==> src/rtl/fpu_issue_pkg.sv <==
// Shared types and constants for the FPU request front-end: opcodes, flag
// bit positions, canonical quiet NaN and the result FIFO entry layout.
package fpu_issue_pkg;

  localparam int FLAG_W    = 8;
  localparam int RSP_TAG_W = 4;

  localparam int FLG_INF  = 0;
  localparam int FLG_SNAN = 1;
  localparam int FLG_QNAN = 2;
  localparam int FLG_INE  = 3;
  localparam int FLG_OVF  = 4;
  localparam int FLG_UNF  = 5;
  localparam int FLG_ZERO = 6;
  localparam int FLG_DBZ  = 7;

  localparam logic [31:0]       QNAN_CANON = 32'h7FC0_0000;
  localparam logic [FLAG_W-1:0] QNAN_FLAGS = FLAG_W'(1) << FLG_QNAN;

  typedef enum logic [2:0] {
    ADD = 3'd0,
    SUB = 3'd1,
    MUL = 3'd2,
    DIV = 3'd3,
    I2F = 3'd4,
    F2I = 3'd5
  } fpu_op_e;

  typedef struct packed {
    logic [31:0]          data;
    logic [FLAG_W-1:0]    flags;
    logic [RSP_TAG_W-1:0] tag;
  } rsp_entry_t;

  // Opcodes 6 and 7 have no FPU meaning; they still flow through in order.
  function automatic logic op_is_illegal(input logic [2:0] op);
    return op > 3'(F2I);
  endfunction

endpackage

==> src/rtl/fpu_rsp_fifo.sv <==
// Synchronous circular-buffer FIFO holding FPU results until the consumer
// pops them; the head is presented from storage with no push fall-through.
module fpu_rsp_fifo
  import fpu_issue_pkg::*;
#(
  parameter int  DEPTH   = 8,
  parameter type entry_t = rsp_entry_t
) (
  input  logic   clk,
  input  logic   rst,
  input  logic   push,
  input  entry_t push_data,
  input  logic   pop,
  output entry_t pop_data,
  output logic   full,
  output logic   empty
);

  localparam int PW = (DEPTH > 1) ? $clog2(DEPTH) : 1;
  localparam int CW = $clog2(DEPTH + 1);
  localparam logic [PW-1:0] LAST_PTR = PW'(DEPTH - 1);
  localparam logic [CW-1:0] FULL_CNT = CW'(DEPTH);

  entry_t        mem_q [DEPTH];
  logic [PW-1:0] wr_ptr_q, wr_ptr_d;
  logic [PW-1:0] rd_ptr_q, rd_ptr_d;
  logic [CW-1:0] count_q, count_d;
  logic          do_push, do_pop;

  assign full     = (count_q == FULL_CNT);
  assign empty    = (count_q == '0);
  assign do_push  = push && !full;
  assign do_pop   = pop && !empty;
  assign pop_data = empty ? entry_t'('0) : mem_q[rd_ptr_q];

  // NOTE: every signal driven here gets a default first so no path leaves it
  // unassigned; otherwise synthesis infers a latch to hold the old value.
  always_comb begin
    wr_ptr_d = wr_ptr_q;
    rd_ptr_d = rd_ptr_q;
    count_d  = count_q;
    if (do_push) wr_ptr_d = (wr_ptr_q == LAST_PTR) ? '0 : wr_ptr_q + PW'(1);
    if (do_pop)  rd_ptr_d = (rd_ptr_q == LAST_PTR) ? '0 : rd_ptr_q + PW'(1);
    unique case ({do_push, do_pop})
      2'b10:   count_d = count_q + CW'(1);
      2'b01:   count_d = count_q - CW'(1);
      default: count_d = count_q;
    endcase
  end

  // NOTE: non-blocking assignments make every flop sample pre-edge values,
  // so the order of statements and blocks cannot change the result.
  always_ff @(posedge clk or posedge rst) begin
    if (rst) begin
      wr_ptr_q <= '0;
      rd_ptr_q <= '0;
      count_q  <= '0;
    end else begin
      wr_ptr_q <= wr_ptr_d;
      rd_ptr_q <= rd_ptr_d;
      count_q  <= count_d;
    end
  end

  // NOTE: storage is deliberately not reset; the count gates what is visible,
  // and leaving the array off the reset net keeps it a plain RAM.
  always_ff @(posedge clk) begin
    if (do_push) mem_q[wr_ptr_q] <= push_data;
  end

endmodule

==> src/rtl/fpu_issue_ctrl.sv <==
// Front-end for a fixed-latency FPU: registers accepted requests onto the FPU
// inputs, tracks them in a tagged valid pipeline and queues the results.
module fpu_issue_ctrl
  import fpu_issue_pkg::*;
#(
  parameter int LATENCY = 4,
  parameter int DEPTH   = 8,
  parameter int TAG_W   = RSP_TAG_W
) (
  input  logic              clk,
  input  logic              rst,
  input  logic              req_valid,
  output logic              req_ready,
  input  logic [2:0]        req_op,
  input  logic [1:0]        req_rmode,
  input  logic [31:0]       req_opa,
  input  logic [31:0]       req_opb,
  input  logic [TAG_W-1:0]  req_tag,
  output logic [2:0]        fpu_op,
  output logic [1:0]        fpu_rmode,
  output logic [31:0]       fpu_opa,
  output logic [31:0]       fpu_opb,
  input  logic [31:0]       fpu_out,
  input  logic [FLAG_W-1:0] fpu_flags,
  output logic              rsp_valid,
  input  logic              rsp_ready,
  output logic [31:0]       rsp_data,
  output logic [FLAG_W-1:0] rsp_flags,
  output logic [TAG_W-1:0]  rsp_tag,
  output logic [FLAG_W-1:0] sticky_flags,
  input  logic              sticky_clr
);

  localparam int CW = $clog2(DEPTH + 1);
  localparam logic [CW-1:0] DEPTH_CNT = CW'(DEPTH);

  typedef struct packed {
    logic             vld;
    logic             ill;
    logic [TAG_W-1:0] tag;
  } stage_t;

  logic [CW-1:0]     used_q, used_d;
  logic [2:0]        op_q, op_d;
  logic [1:0]        rmode_q, rmode_d;
  logic [31:0]       opa_q, opa_d;
  logic [31:0]       opb_q, opb_d;
  logic [FLAG_W-1:0] sticky_q, sticky_d;
  stage_t            pipe_q [LATENCY];
  stage_t            pipe_d [LATENCY];

  logic       accept, pop, push;
  logic       fifo_full, fifo_empty;
  stage_t     last_stage;
  rsp_entry_t push_entry, head_entry;

  // Ready comes from the credit register alone, never from req_valid.
  assign req_ready  = (used_q < DEPTH_CNT);
  assign accept     = req_valid && req_ready;
  assign rsp_valid  = !fifo_empty;
  assign pop        = rsp_valid && rsp_ready;
  assign last_stage = pipe_q[LATENCY-1];
  assign push       = last_stage.vld;

  always_comb begin
    used_d  = used_q;
    op_d    = op_q;
    rmode_d = rmode_q;
    opa_d   = opa_q;
    opb_d   = opb_q;

    unique case ({accept, pop})
      2'b10:   used_d = used_q + CW'(1);
      2'b01:   used_d = used_q - CW'(1);
      default: used_d = used_q;
    endcase

    // The FPU inputs only move on an accept, so it never sees an unowned value.
    if (accept) begin
      op_d    = req_op;
      rmode_d = req_rmode;
      opa_d   = req_opa;
      opb_d   = req_opb;
    end

    pipe_d[0].vld = accept;
    pipe_d[0].ill = op_is_illegal(req_op);
    pipe_d[0].tag = req_tag;
    for (int i = 1; i < LATENCY; i++) pipe_d[i] = pipe_q[i-1];

    push_entry.data  = last_stage.ill ? QNAN_CANON : fpu_out;
    push_entry.flags = last_stage.ill ? QNAN_FLAGS : fpu_flags;
    push_entry.tag   = RSP_TAG_W'(last_stage.tag);

    // A clear coinciding with a push leaves exactly the pushed flags.
    sticky_d = (sticky_clr ? '0 : sticky_q) | (push ? push_entry.flags : '0);
  end

  always_ff @(posedge clk or posedge rst) begin
    if (rst) begin
      used_q   <= '0;
      op_q     <= '0;
      rmode_q  <= '0;
      opa_q    <= '0;
      opb_q    <= '0;
      sticky_q <= '0;
      for (int i = 0; i < LATENCY; i++) pipe_q[i] <= '0;
    end else begin
      used_q   <= used_d;
      op_q     <= op_d;
      rmode_q  <= rmode_d;
      opa_q    <= opa_d;
      opb_q    <= opb_d;
      sticky_q <= sticky_d;
      pipe_q   <= pipe_d;
    end
  end

  fpu_rsp_fifo #(
    .DEPTH   (DEPTH),
    .entry_t (rsp_entry_t)
  ) u_rsp_fifo (
    .clk       (clk),
    .rst       (rst),
    .push      (push),
    .push_data (push_entry),
    .pop       (pop),
    .pop_data  (head_entry),
    .full      (fifo_full),
    .empty     (fifo_empty)
  );

  assign fpu_op       = op_q;
  assign fpu_rmode    = rmode_q;
  assign fpu_opa      = opa_q;
  assign fpu_opb      = opb_q;
  assign rsp_data     = head_entry.data;
  assign rsp_flags    = head_entry.flags;
  assign rsp_tag      = TAG_W'(head_entry.tag);
  assign sticky_flags = sticky_q;

  // Credits cap outstanding work at DEPTH, so a capture can never meet a full FIFO.
  assert property (@(posedge clk) disable iff (rst) push |-> !fifo_full)
    else $error("result captured while the response FIFO is full");

endmodule

==> config.mk <==
export PLATFORM = sky130hd
export DESIGN_NAME = fpu_issue_ctrl
export DESIGN_NICKNAME = d
export VERILOG_FILES = /design/src/rtl/fpu_issue_pkg.sv /design/src/rtl/fpu_rsp_fifo.sv /design/src/rtl/fpu_issue_ctrl.sv
export SDC_FILE = /design/constraint.sdc
export NUM_CORES = 1
export LEC_CHECK = 0
export BUFFER_PORTS_ARGS = -buffer_cell sky130_fd_sc_hd__buf_2
export CAP_MARGIN = 20
export CORE_AREA = 3 3 175 177
export CTS_BUF_LIST = sky130_fd_sc_hd__clkbuf_4 sky130_fd_sc_hd__clkbuf_8 sky130_fd_sc_hd__clkbuf_16
export DETAILED_ROUTE_END_ITERATION = 8
export DIE_AREA = 0 0 178 180
export HOLD_SLACK_MARGIN = 0.05
export PLACE_DENSITY = 0.84
export SLEW_MARGIN = 25
export SYNTH_ARGS = -nofsm -noshare
export SYNTH_HDL_FRONTEND = slang
export SYNTH_SLANG_ARGS = --single-unit
==> constraint.sdc <==
create_clock -name clk -period 9.3 [get_ports clk]
set_input_delay 1.395 -clock clk [delete_from_list [all_inputs] [get_ports clk]]
set_output_delay 1.395 -clock clk [all_outputs]
set_load 0.03 [all_outputs]
* After elaboration in Yosys (flattened, before gate mapping) *
Memory sizes are Yosys's and may differ from the RTL's.
Cells that the tools add are included.

operators by class
  $add $sub $neg = 6
  magnitude comparators = 2
  equality and inequality tests = 7
  mux-type cells = 11
  bitwise logic cells = 1
  reduce and logical (&&, ||, !) cells = 9

operator list
  cell                   count
  $mux W44               1
  $mux W32               1
  $mux W8                3
  $pmux W4 S2            2
  $add A4 B1 Y4 const B  2
  $or A8 B8 Y8           1
  $sub A4 B1 Y4 const B  2
  $add A3 B1 Y3 const B  2
  $eq A3 B3 Y1 const B   2
  $mux W3                2
  $eq A2 B1 Y1 const B   2
  $eq A2 B2 Y1 const B   2
  $eq A4 B4 Y1 const B   1
  $logic_and A1 B1 Y1    4
  $logic_not A4 Y1       1
  $lt A4 B4 Y1 const B   1
  $reduce_bool A2 Y1     2
  $gt A3 B3 Y1 const B   1
  $logic_not A1 Y1       2
  $mux W1                2

word-level totals
  register bits after elaboration = 115
  bits in writable memories = 352
  bits of input ports = 118
  logic and storage cells = 58
  memories kept = 1

memory list
  memory            words  bits a word  read ports  clocked after Yosys merged registers in  write ports  RTL line            RTL
  u_rsp_fifo.mem_q  8      44           1           0                                        1            fpu_rsp_fifo.sv:24  entry_t mem_q [DEPTH];

* Depth between registers and ports, before layout *
Gate-level depths: netlist of run 1.

  word-level depth = 6
  gate-level depth with buffers = 12

* By module *
From an unflattened synthesis of run 1, not the netlist that was laid out.

unflattened totals
  cells, all modules = 839
  area total of the unflattened synthesis = 17,797.1 sq um

by module, submodules not included
  module          instances  cells each  area each (sq um)  seq. area each (sq um)
  fpu_rsp_fifo    1          581         13,840.8           10,820.4
  fpu_issue_ctrl  1          258         3,956.3            2,627.5

* Worst setup path after synthesis of run 1 *
OpenSTA, ideal clock, no wires.

  path kind = register -> register
  start = register pipe_q, in the netlist push
  end = memory u_rsp_fifo.mem_q[0][0] in the netlist's numbering, enable pin
  library setup time = 0.555 ns
  arrival time = 5.047 ns
  path slack = 3.697 ns
  cell stages (with the launch flop) = 4
  clock period less this slack = 5.603 ns
  path through = dfrtp_1 clkbuf_1 nand2_1 nor4_1

on the way
  cells in the longest elaborated chain, start to end = 3

ends and longest elaborated chain
  what                           RTL line               RTL
  start, declared                fpu_issue_ctrl.sv:49   stage_t pipe_q [LATENCY];
  start signal, assigned         fpu_issue_ctrl.sv:115  pipe_q <= pipe_d;
  $logic_and A1 B1 Y1            fpu_rsp_fifo.sv:32     assign do_push = push && !full;
  $mux W1                        fpu_rsp_fifo.sv:68     if (do_push) mem_q[wr_ptr_q] <= push_data;
  $mux W1 (not written as such)  fpu_rsp_fifo.sv:68
  end, declared                  fpu_rsp_fifo.sv:24

Every way passes these cells.

* Worst setup path after layout of run 1 *
  start = register u_rsp_fifo.rd_ptr_q[0]
  end = output port rsp_data[6]

on the way
  cells in the longest elaborated chain, start to end = 2

ends and longest elaborated chain
  what                    RTL line              RTL
  start, declared         fpu_rsp_fifo.sv:26    logic [PW-1:0] rd_ptr_q, rd_ptr_d;
  start signal, assigned  fpu_rsp_fifo.sv:60    rd_ptr_q <= rd_ptr_d;
  $mem_v2 Z8 W44          --
  $mux W44                fpu_rsp_fifo.sv:34    assign pop_data = empty ? entry_t'('0) : mem_q[rd_ptr_q];
  end, declared           fpu_issue_ctrl.sv:27  output logic [31:0] rsp_data,

Every way passes these cells.

==> flow_summary.json, run 1 <==
{
  "num-fill-cells": 1745,
  "synthesis.area_mm2": 0.0179,
  "htreeDepth": 2,
  "syn_inst": 875,
  "worst-setup-path-type": "reg -> out",
  "dr.pass1.iters": 5,
  "grt_usage": 0.227,
  "power_frac_seq": 0.400,
  "gr-total-overflow": 0,
  "max_stage_delay_ps": 680,
  "cts_buffers": 45,
  "hpwl_um": 20000,
  "intPower_mw": 4.65,
  "rows": 63,
  "io-pin-count": 241,
  "ir_drop_mv": 0.273,
  "die_x_um": 178,
  "relSlewSlack": 0.309,
  "arrival_ps": 3340,
  "ys_seq_area_frac": 0.750,
  "cts.repair.resized": 0,
  "synth_xor_area_frac": 0.00488,
  "cts_buffer_depth": 3,
  "syn_area_per_cell_um2": 20.5,
  "post_synth_num_cell_types": 34,
  "synth_fp_nets": 1003,
  "drt_iter0_markers": 763,
  "start_util": 0.610,
  "via_per_inst": 5.79,
  "synth_top_family_by_area": "multiplexers",
  "cp_top_family": "buffers and inverters",
  "antenna_found_initial": 1,
  "whs_ps": 346,
  "setup_tns_ps": 0,
  "startpoint_type": "flip-flop",
  "cts_tree": "done",
  "syn_to_final_growth_pct": 17.3,
  "synth_fa_ha_area_frac": 0.00697,
  "grt_pass1_vias": 9845,
  "core_mm2": 0.0294,
  "worst_pin_slew_ps": 1040,
  "final_layout_size_suffix_gt1_frac": 0.443,
  "clk_latency_ps": 540,
  "synthSimpleGateAreaFrac": 0.0323,
  "status": "complete, no violations",
  "ys_warn_count": 0,
  "power.density_mw_per_mm2": 339,
  "combPwrFrac": 0.351,
  "crit_buf_inv": 3,
  "place.gp.congestion": 0.767,
  "post_drt_wl_per_cell_um": 22.9,
  "die_h_um": 180,
  "clock-sinks": 467,
  "timing.reg2reg.setup_slack_ps": 6300,
  "fin_crit_sh": 0.509,
  "clk_pin_slew_ps": 60,
  "setup_viol": 0,
  "synth_seq_cells": 467,
  "drc": 0,
  "nets": 1265,
  "cts_root_buffer": "clkbuf_16",
  "cts_setup_buffers": 0,
  "hold_buffers": 0,
  "diodes": 0,
  "cp_slowest_cell": "dfrtp_4",
  "drv_cap": 0,
  "vias": 9048,
  "design_area_mm2": 0.0210,
  "fin_ws_ps": 4570,
  "dpl-instance-area_mm2": 0.0195,
  "die-area_mm2": 0.0320,
  "clkPwrFrac": 0.249,
  "portBuffers": 240,
  "holdCritPathClass": "reg -> reg",
  "pre_cts_slack_ps": 4870,
  "drv_slew": 0,
  "drt-total-wl_um": 35800,
  "synthMuxAreaShare": 0.183,
  "grt_pass1_wl_um": 55500,
  "cp_max_fo": 42,
  "switching_share": 0.349,
  "critical_path.endpoint_type": "output port",
  "required_ps": 7910,
  "path_cells": "buf_16 -> buf_4 -> mux4_2 -> mux2i_1 -> nor2_1 -> buf_2",
  "ant_nets": 0,
  "timing.final.hold_violations": 0,
  "grt_start_max_net_pins": 71,
  "p_switching_mw": 2.50,
  "rsz0062_at_grt": "no",
  "synth_compound_area_frac": 0.00732,
  "p_leak_nw": 7.90,
  "fmax_mhz": 211,
  "fin_crit_ps": 4730,
  "clock_skew_ps": 22.6
}
[sequential cells by signal (all words and copies together), names as in the netlist, 4 cells and up]
signal              flops
fpu_opa                32
fpu_opb                32
last_stage              5
pipe_d                 18
sticky_flags            8
u_rsp_fifo.count_q      4
u_rsp_fifo.mem_q      352
used_q                  4
[cells in the mapped netlist]
cell type / instances / share of area
edfxtp_1: 352 / 0.59
dfrtp_1: 115 / 0.16
mux4_2: 88 / 0.11
mux2_2: 74 / 0.046
nor2_1: 50 / 0.010
mux2i_1: 44 / 0.025
nor2b_1: 33 / 0.012
buf_2: 22 / 0.0061
buf_6: 10 / 0.0063
ha_1: 10 / 0.0070
or2_2: 10 / 0.0035
clkbuf_1: 9 / 0.0019
a22o_1: 8 / 0.0039
nor3_1: 6 / 0.0017
xor2_1: 6 / 0.0029
inv_1: 5 / 0.0010
a21oi_1: 4 / 0.0011
nand2_1: 4 / 0.00084
xnor2_1: 4 / 0.0020
a21o_1: 2 / 0.00084
a31oi_1: 2 / 0.00070
inv_2: 2 / 0.00042
mux2_1: 2 / 0.0013
nand2b_1: 2 / 0.00070
nand3_1: 2 / 0.00056
and2_1: 1 / 0.00035
buf_4: 1 / 0.00042
nand2_2: 1 / 0.00035
nor4_1: 1 / 0.00035
nor4_4: 1 / 0.0012
nor4b_1: 1 / 0.00049
o21ai_0: 1 / 0.00028
o32ai_1: 1 / 0.00049
or3_1: 1 / 0.00035
[worst paths after layout]
kind                                        start                     to  cells after the start
setup / recovery           u_rsp_fifo.rd_ptr_q[0]            rsp_data[6]                      6
hold / removal                          pipe_d[4]          last_stage[4]                      0
setup reg to reg            u_rsp_fifo.count_q[2]  u_rsp_fifo.count_q[2]                     12
hold reg to reg                         pipe_d[4]          last_stage[4]                      0
max in group asynchronous                     rst          last_stage[4]                      3
min in group asynchronous                     rst            fpu_opb[24]                      2
[metal layers]
layer  wire, um  vias up  track usage
li1           -     3965            -
met1      13900     4633        0.303
met2      18200      377        0.377
met3       2900       71       0.0560
met4        860        2       0.0650
met5         13        -            0
[cell type report]
type,count,area [um^2],share of cell area
multi-input cells,359,4250,0.202
inverters,7,28.8,0.00137
repair buffers,257,1350,0.0641
clock inverters,29,238,0.0113
clock buffers,54,1230,0.0584
flip-flops and latches,467,13500,0.640
well taps,390,488,0.0232
[power by group through the flow]
stage / logic [mW] / registers, mW / clock network [mW]
floorplan: 1.64 / 3.11 / 0
global placement: 2.44 / 2.91 / 0
detailed placement: 2.48 / 2.92 / 0
CTS: 2.49 / 2.90 / 1.81
global route: 2.68 / 2.90 / 1.89
finish: 2.51 / 2.86 / 1.78
[through the flow]
| step | std cells | utilization | power [mW] |
|---|---|---|---|
| final | 1563 | 0.716 | 7.14 |
| after global routing | 1563 | 0.716 | 7.47 |
| after CTS | 1562 | 0.715 | 7.20 |
| after detailed placement | 1479 | 0.665 | 5.41 |
| after global placement | 1479 | 0.665 | 5.35 |
| after floorplan | 875 | - | 4.75 |
[kinds of logic after synthesis]
family / count (synthesis)
fa+ha+maj: 10
compound gates: 18
mux: 208
flops: 467
simple gates: 113
xor+xnor: 10
buf+inv: 49
[worst reg2reg max path, delay by kind of cell (launching register included)]
family	cells	cell delay [ps]
buffers and inverters	3	810
AND/OR/NAND/NOR	3	510
XOR/XNOR	3	480
adder cells (fa/ha/maj)	2	470
flip-flops	1	470
AO/OA/AOI/OAI	1	140
[placed cells by master (no fill, tap or decap), drive strengths merged, types with 4 or more instances in the layout]
cell type and n:
edfxtp 352, ha 10, xnor2 4, dfrtp 115, nor3 6, inv 8, buf 257, bufinv 4
clkinv 24, or2 10, nand2 5, clkbuf 54, a21oi 4, a22o 8, xor2 6, mux2 76
nor2 50, nor2b 33, mux4 88, mux2i 44
(Power assumes the default switching activity.)
==> inputs of run 2 (changes only) <==
--- a/config.mk
+++ b/config.mk
@@ -7,12 +7,12 @@
 export LEC_CHECK = 0
 export BUFFER_PORTS_ARGS = -buffer_cell sky130_fd_sc_hd__buf_2
 export CAP_MARGIN = 20
-export CORE_AREA = 3 3 175 177
+export CORE_AREA = 3 3 190 192
 export CTS_BUF_LIST = sky130_fd_sc_hd__clkbuf_4 sky130_fd_sc_hd__clkbuf_8 sky130_fd_sc_hd__clkbuf_16
 export DETAILED_ROUTE_END_ITERATION = 8
-export DIE_AREA = 0 0 178 180
+export DIE_AREA = 0 0 193 195
 export HOLD_SLACK_MARGIN = 0.05
-export PLACE_DENSITY = 0.84
+export PLACE_DENSITY = 0.75
 export SLEW_MARGIN = 25
 export SYNTH_ARGS = -nofsm -noshare
 export SYNTH_HDL_FRONTEND = slang
==> constraint.sdc (replaced) <==
create_clock -name clk -period 4.3 [get_ports clk]
set_input_delay 0.645 -clock clk [delete_from_list [all_inputs] [get_ports clk]]
set_output_delay 0.645 -clock clk [all_outputs]
set_load 0.03 [all_outputs]
==> run 2 against run 1 <==
Core utilization decreased by 9.8 points. Die area increased by 17%. Total power increased by 120%. Cell count increased by 4.7%. Setup slack got worse by 3700 ps. Critical path depth decreased by 1. Sequential cell count unchanged. Clock power increased by 130%. Wire length increased by 1.9%. Cell area increased by 1.3%. Clock-buffer cell count increased by 12. Critical path type unchanged. Largest cell class unchanged.
==> flow_summary.json, run 2 (synthesis gave the netlist of run 1 again) <==
{
  "power.density_mw_per_mm2": 739,
  "worst_pin_slew_ps": 1020,
  "die-area_mm2": 0.0376,
  "post_drt_wl_per_cell_um": 22.3,
  "gr-total-overflow": 0,
  "diodes": 0,
  "dr.pass1.iters": 6,
  "die_h_um": 195,
  "largest_reg_flops": 352,
  "core_mm2": 0.0345,
  "dp_cells": 1548,
  "hold_buffers": 0,
  "fin_crit_sh": 0.790,
  "fin_crit_ps": 3400,
  "syn_to_final_growth_pct": 18.9,
  "grt_usage": 0.197,
  "rsz0062_at_grt": "no",
  "p_leak_nw": 7.99,
  "antenna_found_initial": 2,
  "die_x_um": 193,
  "regMostFlops": "u_rsp_fifo.mem_q",
  "vias": 9059,
  "setup_tns_ps": 0,
  "critical_path.endpoint_type": "output port",
  "clock_skew_ps": 24.3,
  "final_common_cell": "edfxtp_1",
  "start_util": 0.519,
  "timing.final.hold_violations": 0,
  "cts_root_buffer": "clkbuf_16",
  "cts.repair.resized": 0,
  "clock-sinks": 467,
  "holdCritPathClass": "in -> reg",
  "portBuffers": 240,
  "power_mw": 15.8,
  "drc": 0,
  "drt_iter0_markers": 613,
  "grt_pass1_vias": 9862,
  "rows": 68,
  "drt-total-wl_um": 36500,
  "cts_setup_buffers": 0,
  "layout_common_cells": "edfxtp_1 (352), buf_2 (240), dfrtp_1 (111)",
  "grt_pass1_wl_um": 56400,
  "worst-setup-path-type": "reg -> out",
  "final_layout_size_suffix_gt1_frac": 0.449,
  "clk_pin_slew_ps": 60,
  "relSlewSlack": 0.321,
  "ant_nets": 0,
  "status": "complete, no violations",
  "io-pin-count": 241,
  "ir_drop_mv": 0.550,
  "fin_cells": 1637,
  "startpoint_type": "flip-flop",
  "fin_ws_ps": 904,
  "cts_tree": "done",
  "nets": 1271,
  "pre_cts_slack_ps": 1410,
  "r2r_cells": 5,
  "fmax_mhz": 294,
  "place.gp.congestion": 0.702,
  "htreeDepth": 2,
  "cts_buffers": 48,
  "hold_depth": 1,
  "whs_ps": 203,
  "drv_slew": 0,
  "cts_buffer_depth": 3,
  "cp_max_fo": 32,
  "required_ps": 3650,
  "via_per_inst": 5.53,
  "hpwl_um": 21400,
  "drv_cap": 0,
  "grt_start_max_net_pins": 58,
  "setup_viol": 0,
  "clk_latency_ps": 560,
  "arrival_ps": 2750
}
## run 2: cell count changes in the layout (fill, tap and decap cells not counted), moves of 2 or more
| cell | delta |
|---|---|
| clkbuf_8 | +6 |
| clkinv_2 | -6 |
| buf_12 | +5 |
| clkbuf_4 | +5 |
| clkinv_1 | -2 |
## run 2: area by class of cell
cell class | count | area (um^2)
flip-flops and latches | 467 | 13500
fillers | 2470 | 13200
multi-input cells | 359 | 4260
repair buffers | 260 | 1410
clock buffers | 66 | 1370
well taps | 455 | 569
clock inverters | 23 | 218
inverters | 7 | 28.8
## run 2: power breakdown
| group | total (mW) | internal, mW | switching [mW] |
|---|---|---|---|
| clock network | 4.07 | 2.43 | 1.64 |
| registers | 6.32 | 5.65 | 0.672 |
| logic | 5.36 | 2.15 | 3.21 |
| total | 15.8 | 10.2 | 5.53 |
## run 2: worst paths after layout
path                                         from                 endpoint  slack [ps]
max in group asynchronous                     rst            last_stage[4]        3110
setup reg to reg            u_rsp_fifo.count_q[1]  u_rsp_fifo.mem_q[5][15]        1740
setup / recovery           u_rsp_fifo.rd_ptr_q[0]             rsp_data[31]         900
hold / removal                         req_tag[3]               pipe_d[15]         200
hold reg to reg                         pipe_d[4]            last_stage[4]         350
min in group asynchronous                     rst              fpu_opa[23]         220
## run 2: critical path, stage by stage, from the launching register on
cell and delay [ps]:
dfrtp_4 780, buf_12 340, mux4_2 580, mux2i_1 210
nor2_1 60, buf_2 200
## run 2: through the flow
| step | util | instance area (um^2) |
|---|---|---|
| after CTS | 0.617 | 21300 |
| after global placement | 0.571 | 19700 |
| after global routing | 0.617 | 21300 |
| after detailed placement | 0.571 | 19700 |
| final | 0.617 | 21300 |
| after floorplan | - | 17900 |
## run 2: routing by layer
metal | vias up | track usage | share of wire
met5 | - | 0 | 0.00058
met4 | 4 | 0.0541 | 0.023
met3 | 62 | 0.0488 | 0.073
met2 | 351 | 0.329 | 0.50
met1 | 4659 | 0.260 | 0.40
li1 | 3983 | - | -
==> inputs of run 3 (changes only) <==
--- a/config.mk
+++ b/config.mk
@@ -5,12 +5,13 @@
 export SDC_FILE = /design/constraint.sdc
 export NUM_CORES = 1
 export LEC_CHECK = 0
+export ABC_AREA = 1
 export BUFFER_PORTS_ARGS = -buffer_cell sky130_fd_sc_hd__buf_2
 export CAP_MARGIN = 20
-export CORE_AREA = 3 3 190 192
+export CORE_AREA = 3 3 193 195
 export CTS_BUF_LIST = sky130_fd_sc_hd__clkbuf_4 sky130_fd_sc_hd__clkbuf_8 sky130_fd_sc_hd__clkbuf_16
 export DETAILED_ROUTE_END_ITERATION = 8
-export DIE_AREA = 0 0 193 195
+export DIE_AREA = 0 0 196 198
 export HOLD_SLACK_MARGIN = 0.05
 export PLACE_DENSITY = 0.75
 export SLEW_MARGIN = 25
==> constraint.sdc (replaced) <==
create_clock -name clk -period 2.8 [get_ports clk]
set_input_delay 0.42 -clock clk [delete_from_list [all_inputs] [get_ports clk]]
set_output_delay 0.42 -clock clk [all_outputs]
set_load 0.03 [all_outputs]
==> run 3 against run 2 <==
Sequential power is 49% higher. Largest power group is now combinational cells. Sequential cell count stayed put. Clock power is 50% higher. Sequential share of layout area is 3.0 points lower. Critical endpoint is now rsp_data[10]. Setup slack worse by 790 ps. Total power is 64% higher. Via count is 43% higher. Core utilization is 1.3 points higher. Area after synthesis is 3.2% higher.
==> flow_summary.json, run 3 <==
{
  "grt_pass1_wl_um": 68400,
  "die_h_um": 198,
  "ys.flop_type": "edfxtp_1",
  "drv_cap": 0,
  "path_cells": "buf_4 -> clkbuf_16 -> nor2_1 -> o22ai_1 -> nor2_1 -> nor2_2 -> buf_2",
  "rsz0062_at_grt": "no",
  "synthesis.area_mm2": 0.0185,
  "synth_fa_ha_area_frac": 0.00676,
  "endpoint": "rsp_data[10]",
  "status": "complete, no violations",
  "p_leak_nw": 9.22,
  "core_mm2": 0.0356,
  "start_util": 0.521,
  "grt_pass1_vias": 13093,
  "antenna_found_initial": 4,
  "synth_area_leaders": "edfxtp_1 (57%), dfrtp_1 (16%), nor2_1 (7.2%)",
  "cp_top_family": "buffers and inverters",
  "final_common_cell": "edfxtp_1",
  "final_layout_size_suffix_gt1_frac": 0.211,
  "whs_ps": 73.5,
  "multi_input_area_mm2": 0.00440,
  "max_stage_delay_ps": 540,
  "syn_inst": 1587,
  "r2r_end": "u_rsp_fifo.mem_q[1][31]",
  "portBuffers": 240,
  "cts_buffers": 47,
  "synth_top_area_cell": "edfxtp_1",
  "gr-total-overflow": 0,
  "rows": 69,
  "io-pin-count": 241,
  "synth_top_family_by_area": "simple AND/OR/NAND/NOR gates",
  "largest_reg_flops": 352,
  "synth_compound_area_frac": 0.0856,
  "synthSimpleGateAreaFrac": 0.139,
  "setup_viol": 0,
  "startpoint": "u_rsp_fifo.rd_ptr_q[0]",
  "fin_util": 0.630,
  "regArea_mm2": 0.0135,
  "drc": 0,
  "grt_start_max_net_pins": 75,
  "clock-sinks": 467,
  "nets": 1994,
  "vias": 12912,
  "cts_tree": "done",
  "r2r_cells": 5,
  "yosysMostFrequentCell": "nor2_1",
  "r2r-start": "push",
  "clk_pin_slew_ps": 60,
  "ir_drop_mv": 0.781,
  "synth_fp_nets": 1715,
  "cp_num_cells": 7,
  "holdCritPathClass": "in -> reg",
  "pre_cts_slack_ps": 432,
  "num-fill-cells": 2627,
  "required_ps": 2380,
  "synth_top_area_share": 0.571,
  "fin_ws_ps": 118,
  "via_per_inst": 5.45,
  "fin_crit_ps": 2680,
  "regMostFlops": "u_rsp_fifo.mem_q",
  "hpwl_um": 25700,
  "cts_root_buffer": "clkbuf_16",
  "htreeDepth": 2,
  "syn_area_per_cell_um2": 11.7,
  "ant_nets": 0,
  "crit_buf_inv": 3,
  "ys_warn_count": 0,
  "place.gp.congestion": 0.829,
  "fin_crit_sh": 0.958,
  "synth_xor_area_frac": 0.00236,
  "worst_pin_slew_ps": 997,
  "drv_slew": 0,
  "dr.pass1.iters": 5,
  "synth_seq_cells": 467,
  "cp_slowest_cell": "dfrtp_4",
  "startpoint_type": "flip-flop",
  "timing.reg2reg.setup_slack_ps": 430,
  "hp-start": "req_rmode[1]",
  "syn_to_final_growth_pct": 21.0,
  "fmax_mhz": 373,
  "grt_usage": 0.221,
  "drt_iter0_markers": 991,
  "arrival_ps": 2260,
  "worst-setup-path-type": "reg -> out",
  "layout_common_cells": "edfxtp_1 (352), nor2_1 (342), nand2_1 (298)",
  "synthMuxAreaShare": 0,
  "timing.final.hold_violations": 0,
  "die_x_um": 196,
  "clk_latency_ps": 550,
  "crit_top_cell": "nor2_1",
  "die-area_mm2": 0.0388,
  "power.density_mw_per_mm2": 1150,
  "synth.top_cells.by_count": "nor2_1 (355), edfxtp_1 (352), nand2_1 (300), o21ai_0 (137), dfrtp_1 (115)",
  "drt-total-wl_um": 44700,
  "cts_buffer_depth": 3,
  "clock_skew_ps": 19.9,
  "cp_max_fo": 37,
  "ys_seq_area_frac": 0.726,
  "relSlewSlack": 0.335,
  "critical_path.endpoint_type": "output port",
  "post_synth_num_cell_types": 25,
  "post_drt_wl_per_cell_um": 18.8,
  "async_flop_share": 0.246,
  "setup_tns_ps": 0,
  "synth_edf_count": 352,
  "power_mw": 25.9
}
-- run 3: cell count changes after synthesis, sizes merged, moves of 51 or more --
cell   delta
mux2     -76
nand2   +295
mux4     -88
inv      +51
o21ai   +190
nor2    +305
-- run 3: worst min-delay path by stage --
stage | endpoint | slack (ps) | depth (start not counted)
6_report | fpu_rmode[1] | 70 | 3
5_1_grt | fpu_opb[23] | 50 | 3
4_1_cts | fpu_opa[26] | 50 | 3
3_5_place_dp | last_stage[4] | 330 | 0
3_3_place_gp | pipe_d[11] | 330 | 0
2_1_floorplan | last_stage[0] | 330 | 0
-- run 3: metal layers --
metal  track usage  part of all wire
met1         0.276              0.39
met2         0.382              0.50
met3        0.0570             0.091
met4        0.0694             0.019
met5             0           0.00018
-- run 3: timing repair --
item / in CTS / in global routing
buffers inserted: 0 / 6
gates cloned: 0 / 4
gates resized for setup: 2 / 27
endpoints found under the setup margin: 25 / 41
endpoints found under the hold margin: 34 / 0
hold buffers: 32 / 0
pin swaps: 0 / 1
-- run 3: kinds of logic (layout without fill, tap and decap cells) --
group	count (synthesis)	after routing
AOI/OAI and AO/OA	283	283
other	0	5
and+or+nand+nor	674	674
xor gates and xnor gates	5	5
adders and majority gates	10	10
DFF	467	467
buffers and inverters	148	465
-- run 3: report_power, final --
group	internal, mW	total (mW)	switching (mW)	leakage [nW]
clock	3.58	6.09	2.51	0.765
combinational	3.15	10.4	7.24	3.85
sequential	8.72	9.39	0.673	4.60
-- run 3: cell type report --
cell class / instances / share of cell area
Clock buffer: 66 / 0.0607
Clock inverter: 21 / 0.00676
Timing Repair inverter: 1 / 0.000391
Antenna cell: 5 / 0.000559
Inverter: 58 / 0.0107
Sequential cell: 467 / 0.601
Multi-Input combinational cell: 972 / 0.196
Tap cell: 461 / 0.0257
Timing Repair Buffer: 319 / 0.0979
-- run 3: through the flow --
stage | std cells | area (um^2)
final | 2370 | 22400
after global routing | 2367 | 22400
after CTS | 2355 | 22100
after detailed placement | 2236 | 20300
after global placement | 2236 | 20300
after floorplan | 1587 | 18500
-- run 3: worst reg2reg max path, delay by kind of cell (launching register included) --
family | cells | cell delay (ps)
AND/OR/NAND/NOR | 3 | 970
buffers and inverters | 2 | 450
flip-flops | 1 | 630
